**src/rtl/tt_um_hoene_activity_qual.sv**
```systemverilog
// Input conditioning ahead of the selector mux: per-input synchroniser and glitch
// filter, rising-edge strobe on in0, and an activity qualifier FSM for in0.
module tt_um_hoene_activity_qual #(
    parameter int unsigned SYNC_STAGES   = 2,
    parameter int unsigned FILT_LEN      = 3,
    parameter int unsigned EDGES_TO_LOCK = 63,
    parameter int unsigned TIMEOUT       = 255
) (
    input  logic       clk,
    input  logic       rst_n,
    input  logic       in0_raw,
    input  logic       in1_raw,
    input  logic       enable,
    output logic       in0_clean,
    output logic       in1_clean,
    output logic       in0_rise,
    output logic       in0_active,
    output logic       lost,
    output logic [1:0] state,
    output logic [5:0] edge_count
);

    localparam int unsigned FW = (FILT_LEN > 1) ? $clog2(FILT_LEN) : 1;

    typedef enum logic [1:0] {
        IDLE    = 2'b00,
        ACQUIRE = 2'b01,
        LOCKED  = 2'b10
    } state_e;

    logic [1:0][SYNC_STAGES-1:0] sync_q, sync_d;
    logic [1:0][FW-1:0]          fcnt_q, fcnt_d;
    logic [1:0]                  clean_q, clean_d;
    logic [1:0]                  raw;
    logic                        clean_dly_q, clean_dly_d;
    logic                        rise_q, rise_d;
    logic [7:0]                  timer_q, timer_d;
    logic [5:0]                  cnt_q, cnt_d;
    state_e                      state_q, state_d;
    logic                        lost_q, lost_d;
    logic                        active_q, active_d;
    logic                        timeout;
    logic [6:0]                  cnt_inc;

    // Index 0 is in0, index 1 is in1; both paths are identical.
    always_comb begin
        raw     = {in1_raw, in0_raw};
        sync_d  = sync_q;
        fcnt_d  = '0;
        clean_d = clean_q;
        for (int unsigned i = 0; i < 2; i++) begin
            sync_d[i] = {sync_q[i][SYNC_STAGES-2:0], raw[i]};
            if (sync_q[i][SYNC_STAGES-1] != clean_q[i]) begin
                if (fcnt_q[i] == FW'(FILT_LEN - 1)) begin
                    clean_d[i] = sync_q[i][SYNC_STAGES-1];
                end else begin
                    fcnt_d[i] = fcnt_q[i] + 1'b1;
                end
            end
        end
        clean_dly_d = clean_q[0];
        rise_d      = clean_q[0] & ~clean_dly_q;
    end

    always_comb begin
        state_d  = state_q;
        cnt_d    = cnt_q;
        timer_d  = timer_q;
        lost_d   = 1'b0;
        timeout  = (timer_q == 8'(TIMEOUT));
        cnt_inc  = {1'b0, cnt_q} + 7'd1;
        active_d = (state_q == LOCKED);
        // enable low outranks a rise, which outranks a timeout.
        if (!enable) begin
            state_d = IDLE;
            cnt_d   = '0;
            timer_d = '0;
        end else begin
            case (state_q)
                IDLE: begin
                    state_d = ACQUIRE;
                    cnt_d   = '0;
                    timer_d = '0;
                end
                ACQUIRE: begin
                    if (rise_q) begin
                        timer_d = '0;
                        cnt_d   = cnt_inc[5:0];
                        if (cnt_inc == 7'(EDGES_TO_LOCK)) state_d = LOCKED;
                    end else if (timeout) begin
                        cnt_d   = '0;
                        timer_d = '0;
                    end else begin
                        timer_d = timer_q + 8'd1;
                    end
                end
                LOCKED: begin
                    if (rise_q) begin
                        timer_d = '0;
                        if (cnt_q != 6'd63) cnt_d = cnt_inc[5:0];
                    end else if (timeout) begin
                        state_d = ACQUIRE;
                        lost_d  = 1'b1;
                        cnt_d   = '0;
                        timer_d = '0;
                    end else begin
                        timer_d = timer_q + 8'd1;
                    end
                end
                default: begin
                    state_d = IDLE;
                    cnt_d   = '0;
                    timer_d = '0;
                end
            endcase
        end
    end

    always_ff @(posedge clk or negedge rst_n) begin
        if (!rst_n) begin
            sync_q      <= '0;
            fcnt_q      <= '0;
            clean_q     <= '0;
            clean_dly_q <= 1'b0;
            rise_q      <= 1'b0;
            timer_q     <= '0;
            cnt_q       <= '0;
            state_q     <= IDLE;
            lost_q      <= 1'b0;
            active_q    <= 1'b0;
        end else begin
            sync_q      <= sync_d;
            fcnt_q      <= fcnt_d;
            clean_q     <= clean_d;
            clean_dly_q <= clean_dly_d;
            rise_q      <= rise_d;
            timer_q     <= timer_d;
            cnt_q       <= cnt_d;
            state_q     <= state_d;
            lost_q      <= lost_d;
            active_q    <= active_d;
        end
    end

    assign in0_clean  = clean_q[0];
    assign in1_clean  = clean_q[1];
    assign in0_rise   = rise_q;
    assign in0_active = active_q;
    assign lost       = lost_q;
    assign state      = state_q;
    assign edge_count = cnt_q;

endmodule

```
**config.mk**
```make
export PLATFORM = sky130hd
export DESIGN_NAME = tt_um_hoene_activity_qual
export DESIGN_NICKNAME = d
export VERILOG_FILES = /design/src/rtl/tt_um_hoene_activity_qual.sv
export SDC_FILE = /design/constraint.sdc
export NUM_CORES = 1
export LEC_CHECK = 0
export BUFFER_PORTS_ARGS = -buffer_cell sky130_fd_sc_hd__buf_2
export CAP_MARGIN = 20
export CELL_PAD_IN_SITES_DETAIL_PLACEMENT = 1
export CELL_PAD_IN_SITES_GLOBAL_PLACEMENT = 2
export CORE_UTILIZATION = 33
export DETAILED_ROUTE_END_ITERATION = 8
export PLACE_DENSITY_LB_ADDON = 0.12
export REMOVE_ABC_BUFFERS = 1
export SLEW_MARGIN = 5
export SYNTH_ARGS = -nofsm -noshare
export SYNTH_HDL_FRONTEND = slang
export SYNTH_SLANG_ARGS = --single-unit
```
**constraint.sdc**
```tcl
create_clock -name clk -period 1.9 [get_ports clk]
set_clock_uncertainty 0.15 [all_clocks]
set_input_delay 0.19 -clock clk [delete_from_list [all_inputs] [get_ports clk]]
set_output_delay 0.19 -clock clk [all_outputs]
set_load 0.005 [all_outputs]
```
* Word-level counts from Yosys, hierarchy flattened
Cells that the tools add are included.
** Word-level totals
- Output and inout port bits :: 13
- Bits in registers :: 30
- Bits of input ports :: 5
- Word-level logic and storage cells :: 62
** Operators by class
- Bitwise logic cells :: 2
- Add/sub/neg operators :: 4
- Muxes and demuxes :: 24
- Reductions and logical operators :: 5
- Equal/unequal tests :: 14
** Operators by type and width (count)
- $mux W8 :: 4
- $mux W6 :: 5
- $mux W2 :: 9
- $pmux W6 S2 :: 1
- $ne A3 B3 Y1 const B :: 3
- $add A8 B1 Y8 const B :: 1
- $eq A8 B8 Y1 const B :: 1
- $add A6 B1 Y7 const B :: 1
- $eq A7 B6 Y1 const B :: 1
- $eq A2 B2 Y1 const B :: 3
- $ne A6 B6 Y1 const B :: 1
- $pmux W2 S3 :: 1
- $add A2 B1 Y2 const B :: 2
- $mux W1 :: 4
- $ne A4 B3 Y1 const B :: 1
- $reduce_and A2 Y1 :: 2
- $reduce_and A4 Y1 :: 1
- $ne A3 B2 Y1 const B :: 1
- $eq A2 B1 Y1 const B :: 1
- $logic_not A2 Y1 :: 1
- $ne A1 B1 Y1 :: 2
- $reduce_or A2 Y1 :: 1
- $and A1 B1 Y1 :: 1
- $not A1 Y1 :: 1

* Depth between registers and ports, before layout
Gate-level depths: netlist (run 1).
- Depth after elaboration :: 6
- Depth in mapped cells :: 7
- Mapped depth without buffers :: 7

* Worst setup path after synthesis (run 1)
Ideal clock, no wire load.
- Kind :: register -> register
- Start point :: register state_q[0], in the netlist state[0]
- End point :: register cnt_q[2], in the netlist edge_count[2]
- Data required time :: 1.674 ns
- Setup time :: 0.076 ns
- Path slack :: 0.117 ns
- Period minus slack after synthesis :: 1.783 ns
- Cell stages (with the launch flop) :: 8
- Data arrival time :: 1.557 ns
- Buffers on the path :: 0
- Path through :: dfrtp_1 > inv_1 > ha_1 > nor3b_1 > o31ai_4 > o21ai_4 > o21ai_1 > o21ai_1
** Between the ends
- Cells in the longest elaborated chain, start to end :: 3
- Elaborated cells on any way between the ends :: 5
- Classes of those cells :: eq/ne (3); mux (2)
** Ends and longest elaborated chain
- start: declaration :: line 39 : state_e state_q, state_d;
- start signal: assignment :: line 139 : state_q <= state_d;
- $eq A2 B2 Y1 / $eq A2 B1 Y1 (equally long branches) :: line 79 : case (state_q)
- $pmux W6 S2 :: line 79
- $mux W6 :: line 74 : if (!enable) begin
- end signal: assignment :: line 138 : cnt_q <= cnt_d;
- end: declaration :: line 38 : logic [5:0] cnt_q, cnt_d;
Several ways; a longest one is shown, not always the timed one.
A chain may end at the register's enable or synchronous reset.

* Final worst setup path (run 1)
- Start point :: register timer_q[0]
- End point :: register cnt_q[4], in the netlist edge_count[4]
** Between the ends
- Cells in the longest elaborated chain, start to end :: 5
- Elaborated cells on any way between the ends :: 6
- Classes of those cells :: eq/ne (1); mux (5)
** Ends and longest elaborated chain
- start: declaration :: line 37 : logic [7:0] timer_q, timer_d;
- start signal: assignment :: line 137 : timer_q <= timer_d;
- $eq A8 B8 Y1 (*) :: line 70 : timeout = (timer_q == 8'(TIMEOUT));
- $mux W6 (*)
- $mux W6, on equally long branches
- $pmux W6 S2 (*)
- $mux W6 (*)
Every way passes the cells marked *; elsewhere a longest branch is shown, timed or not.

==> impl_metrics.toml, run 1 <==
[floorplan]
die_area_mm2 = 0.00442
io_pins = 18
fp-row-count = 23
start_util_pct = 34.3
die_w_um = 66.5
die_height_um = 66.5
core_region_area_mm2 = 0.00400

[logic_synthesis]
synth-compound-area-share_pct = 10.1
synth_area_leaders = "dfrtp_1, ha_1, xnor2_1"
synth_top_area_share_pct = 54.7
async_flop_share_pct = 100
synthCells = 121
synthTopCellsByCount = "dfrtp_1, nand2_1, nor2_1, ha_1, xnor2_1"
synth_most_common_cell = "dfrtp_1"
synth_top_family_by_area = "simple AND/OR/NAND/NOR gates"
synth_area_mm2 = 0.00137
synth_fa_ha_area_share_pct = 5.47
ys_seq_area_share_pct = 54.7
yosys-mux-area-fraction_pct = 3.10
synth_edf_count = 0
synth_flop_cell = "dfrtp_1"
synth-seq-cells = 30
synth_simple_gate_area_share_pct = 20.4
synth_xor_xnor_area_share_pct = 5.10
synth_area_per_cell_um2 = 11.3
yosysWarnings = 0
synth_area_leader_cell = "dfrtp_1"
yosys.cell_types.count = 34

[sta]
setup-violations-final = 0
rsz0062_at_grt = "no"
fmax_mhz = 557
hold_viol = 0
max_slew.worst_pin.slew_ps = 680
tns_ps = 0
period_needed_ps = 1800
relSlewSlack_pct = 54.7
slew_violations = 0
fin_crit_sh_pct = 94.5

[critical_path]
cp-end-kind = "flip-flop"
start_kind = "flip-flop"
required_ps = 1900
crit_arrival_ps = 1800
crit_fanout = 7
critical_path_class = "reg -> reg"

[clock_tree]
cts_made_buffers = 5
cts_tree = "done"
clk_pin_slew_ps = 60
cts-root-buf = "clkbuf_8"
clock_sinks = 30
cts_buffer_depth = 2
clk_latency_ps = 280
htreeDepth = 2

[grt]
grt_max_degree = 31
grt_antenna_before_repair = 0
grt_overflow = 0
grt_pass1_wl_um = 4550
grt_pass1_vias = 984
groute.usage.overall_pct = 14.6

[drt]
ant_nets = 0
routed_wl_um = 2670
via_per_inst = 4.79
vias = 977
drc = 0
first_pass_iters = 4
drt_iter0_drc = 20
wl_per_cell_um = 13.1

[finish]
drive_gt1_share_pct = 27.3
n_antenna_cell = 0
area_delta_synth_final_pct = 23.3
final_util_pct = 42.3
nNetsFinal = 164

[power]
vdd_drop_max_uv = 467
p_per_area_mw_per_mm2 = 1130
leakage_uw = 0.000763

[worst_hold_path]
hp-class = "in -> reg"

[job]
cap_violations = 0

[place]
place_hpwl_um = 2000
port-buffer-count = 17
routabilityCongestion = 0.705

[run_status]
status = "complete, no violations"
## worst max-delay path: stages, from the launching register on
cell     delay (ps)
dfrtp_1         390
ha_1            220
nand3_2         140
o31ai_4         390
o21ai_4         150
o21ai_2         150
o31ai_1          70
## worst paths after layout
path	start	end	slack (ps)	cells past startpoint
worst min register to register	sync_d[3]	sync_q[3]	200	0
max in group asynchronous	rst_n	fcnt_q[1]	820	2
min in group asynchronous	rst_n	fcnt_q[2]	340	2
worst max-delay path	timer_q[0]	edge_count[4]	100	6
worst min-delay path	enable	state[0]	70	3
worst max register to register	timer_q[0]	edge_count[4]	100	6
## metrics by stage
step	instances	setup WS, ps	total power [µW]	hold WS, ps	area (µm²)
global placement	192	65.2	1370	108	1550
detailed placement	192	26.2	1390	127	1550
global route	204	2.44	2050	69.3	1690
floorplan	121	117	1190	-256	1370
CTS	203	20.1	1930	67.2	1670
finish	204	104	1920	70.7	1690
## power breakdown
group	switching [µW]	total (µW)	leakage [µW]	internal [µW]
sequential	99.8	868	0.000396	768
combinational	260	526	0.000319	267
clock	230	522	0.0000482	292
total	590	1920	0.000763	1330
## kinds of logic after synthesis
| group | Yosys count |
|---|---|
| xor gates and xnor gates | 8 |
| AOI/OAI and AO/OA | 17 |
| muxes | 4 |
| adders and majority gates | 6 |
| and+or+nand+nor | 52 |
| DFF | 30 |
| buffers and inverters | 4 |
## per-layer routing
layer	global-route usage, %	routed length [µm]	vias to the layer above
met3	5.82	99	6
met2	23.0	1320	13
met5	0	0	-
li1	-	-	475
met4	7.18	52	0
met1	17.2	1200	483
## state kept, by name, indices dropped and copies added (netlist names)
name         cells
state            2
fcnt_q           4
timer_q          8
in0_rise         1
edge_count       6
sync_d           2
clean_q          2
clean_dly_q      1
sync_q           2
lost             1
in0_active       1
## area by class of cell
cell class,count,area [µm²]
Fill cell,460,2310
Timing Repair Buffer,25,153
Clock inverter,1,5.00
Clock buffer,7,86.3
Sequential cell,30,751
Inverter,4,15.0
Tap cell,50,62.6
Multi-Input combinational cell,87,621
## placed cells by master, fill, tap and decap left out, types with 2 or more instances in the layout
| cell | instances |
|---|---|
| o21ai_0 | 3 |
| nor2b_1 | 4 |
| buf_2 | 17 |
| nand2_1 | 11 |
| nor2_1 | 11 |
| ha_1 | 6 |
| o21ai_4 | 2 |
| and2_1 | 3 |
| dlygate4sd3_1 | 3 |
| nand2b_1 | 3 |
| inv_1 | 4 |
| nand3_1 | 5 |
| a21oi_1 | 4 |
| nor3_1 | 3 |
| dfrtp_1 | 30 |
| clkbuf_8 | 6 |
| nor3b_1 | 3 |
| xor2_1 | 2 |
| mux2i_1 | 2 |
| buf_4 | 5 |
| mux2_2 | 2 |
| xnor2_1 | 6 |
| o21ai_1 | 2 |
## what timing repair did
action / CTS / global route
hold buffers: 3 / 0
gates resized for setup: 0 / 2
setup buffers: 0 / 1
endpoints found under the hold margin: 32 / 0
setup endpoints to repair: 0 / 8
Note: power is estimated with default switching activity, not from simulation.
==> run 2: changes to the inputs <==
--- a/config.mk
+++ b/config.mk
@@ -7,9 +7,7 @@
 export LEC_CHECK = 0
 export BUFFER_PORTS_ARGS = -buffer_cell sky130_fd_sc_hd__buf_2
 export CAP_MARGIN = 20
-export CELL_PAD_IN_SITES_DETAIL_PLACEMENT = 1
-export CELL_PAD_IN_SITES_GLOBAL_PLACEMENT = 2
-export CORE_UTILIZATION = 33
+export CORE_UTILIZATION = 39
 export DETAILED_ROUTE_END_ITERATION = 8
 export PLACE_DENSITY_LB_ADDON = 0.12
 export REMOVE_ABC_BUFFERS = 1
==> run 2 against run 1 <==
  * Register-to-register slack got worse by 20 ps
  * Die area decreased by 15%
  * Power barely moved
  * Global-route usage fell by 0.066 points
  * Sequential power increased by 2%
  * Via count is 0.72% lower
  * Critical path type unchanged
  * Critical endpoint is now edge_count[3]
  * Largest cell class unchanged
  * Highest routed layer unchanged
==> impl_metrics.toml, run 2 (synthesis results as in run 1) <==
[run_status]
status = "complete, no violations"

[floorplan]
die_height_um = 61.3
io_pins = 18
core_region_area_mm2 = 0.00336
fp-row-count = 21
start_util_pct = 40.8
die_w_um = 61.3
die_area_mm2 = 0.00376

[finish]
multiInputGateArea_um2 = 631
fillers = 342
area_delta_synth_final_pct = 23.0
top_register = "timer_q"
n_antenna_cell = 0
largest_reg_flops = 8
seq_area_um2 = 751
final_cell_mix = "dfrtp_1, buf_2, nand2_1, nor2_1, xnor2_1"
fin_area_mm2 = 0.00169
final_common_cell = "dfrtp_1"
nNetsFinal = 164
drive_gt1_share_pct = 28.6
final_util_pct = 50.2

[place]
place_hpwl_um = 1680
routabilityCongestion = 0.732
placed_area_mm2 = 0.00155
port-buffer-count = 17

[power]
internal_power_uw = 1330
clkPwrFrac_pct = 25.6
leakage_uw = 0.000753
sw_frac_of_total_pct = 30.4
power_uw = 1920
seqPwrFrac_pct = 46.1
p_sw_uw = 583
comb_power_share_pct = 28.3
vdd_drop_max_uv = 716
p_per_area_mw_per_mm2 = 1140

[drt]
first_pass_iters = 4
wl_per_cell_um = 11.5
vias = 970
drt_iter0_drc = 26
routed_wl_um = 2290
ant_nets = 0
drc = 0
via_per_inst = 4.85

[critical_path]
crit_fanout = 5
crit_arrival_ps = 1880
max_stage_delay_ps = 430
r2r_setup_slack_ps = 90
crit_chain = "inv_2 -> ha_4 -> nand2_2 -> or3_4 -> o21ai_2 -> nand2b_1 -> nand2_1"
slowest_stage = "dfrtp_1"
critical_path_class = "reg -> reg"
start_kind = "flip-flop"
required_ps = 1970
cp-end-kind = "flip-flop"

[sta]
setup-violations-final = 0
relSlewSlack_pct = 57.4
rsz0062_at_grt = "no"
fmax_mhz = 552
hold_viol = 0
slew_violations = 0
period_needed_ps = 1810
fin_crit_sh_pct = 95.4
tns_ps = 0
max_slew.worst_pin.slew_ps = 639

[clock_tree]
post_cts_buffers = 0
cts_made_buffers = 5
cts_tree = "done"
cts-root-buf = "clkbuf_4"
clk_latency_ps = 320
clk_pin_slew_ps = 90
clock_sinks = 30
htreeDepth = 2
cts_buffer_depth = 2

[grt]
grt_pass1_vias = 877
grt_antenna_before_repair = 0
groute.usage.overall_pct = 14.5
grt_overflow = 0
grt_max_degree = 31
grt_pass1_wl_um = 3840

[job]
cap_violations = 0

[worst_hold_path]
hp-class = "reg -> reg"
run 2: changes by cell type in the layout (fill, tap and decap cells not counted), sizes merged:
cell         previous run  this run
clkbuf                  7         6
bufinv                  0         1
buf                    22        21
clkinvlp                0         1
clkinv                  1         0
dlygate4sd3             3         4
run 2: power by group through the flow:
stage	combinational, µW	sequential [µW]	clock (µW)
after floorplan	314	879	0
after global placement	502	878	0
after detailed placement	504	886	0
after CTS	514	876	509
after global routing	608	908	542
final	542	884	490
run 2: path summary, 6_finish.rpt:
| check | from | end | depth (start not counted) |
|---|---|---|---|
| worst max register to register | state[0] | edge_count[3] | 7 |
| worst min register to register | sync_d[1] | sync_q[1] | 0 |
| worst min-delay path | sync_d[1] | sync_q[1] | 0 |
| max in group asynchronous | rst_n | edge_count[5] | 2 |
| worst max-delay path | state[0] | edge_count[3] | 7 |
| min in group asynchronous | rst_n | fcnt_q[3] | 2 |
run 2: per-layer routing:
layer	track usage [%]	share of wire (%)	up-vias
met5	0	0	-
met4	5.84	1.3	0
met3	6.30	3.3	4
met2	20.2	45	13
met1	19.9	50	469
li1	-	-	484
run 2: worst max-delay path, delay by kind of cell, from the launching register on:
| family | cells | cell delay [ps] |
|---|---|---|
| compound gates | 1 | 220 |
| fa+ha+maj | 1 | 130 |
| buf+inv | 1 | 110 |
| flops | 1 | 430 |
| simple gates | 4 | 660 |
run 2: cell type report:
cell class              count  share of cell area (%)
inverters                   4                   0.890
repair buffers             25                    9.19
multi-input cells          87                    37.4
flip-flops and latches     30                    44.5
clock inverters             2                    2.22
clock buffers               6                    2.45
well taps                  46                    3.41
run 2: repair_timing:
item	CTS	global route
gates resized for setup	0	6
hold buffers	4	0
hold endpoints to repair	34	0
endpoints found under the setup margin	0	10
run 2: through the flow:
| step | hold slack (ps) | cells | worst slack [ps] |
|---|---|---|---|
| after detailed placement | 106 | 188 | 53.6 |
| after floorplan | -256 | 121 | 117 |
| after global placement | 103 | 188 | 91.2 |
| after global routing | 218 | 200 | 10.1 |
| after CTS | 214 | 200 | 45.3 |
| final | 211 | 200 | 87.0 |
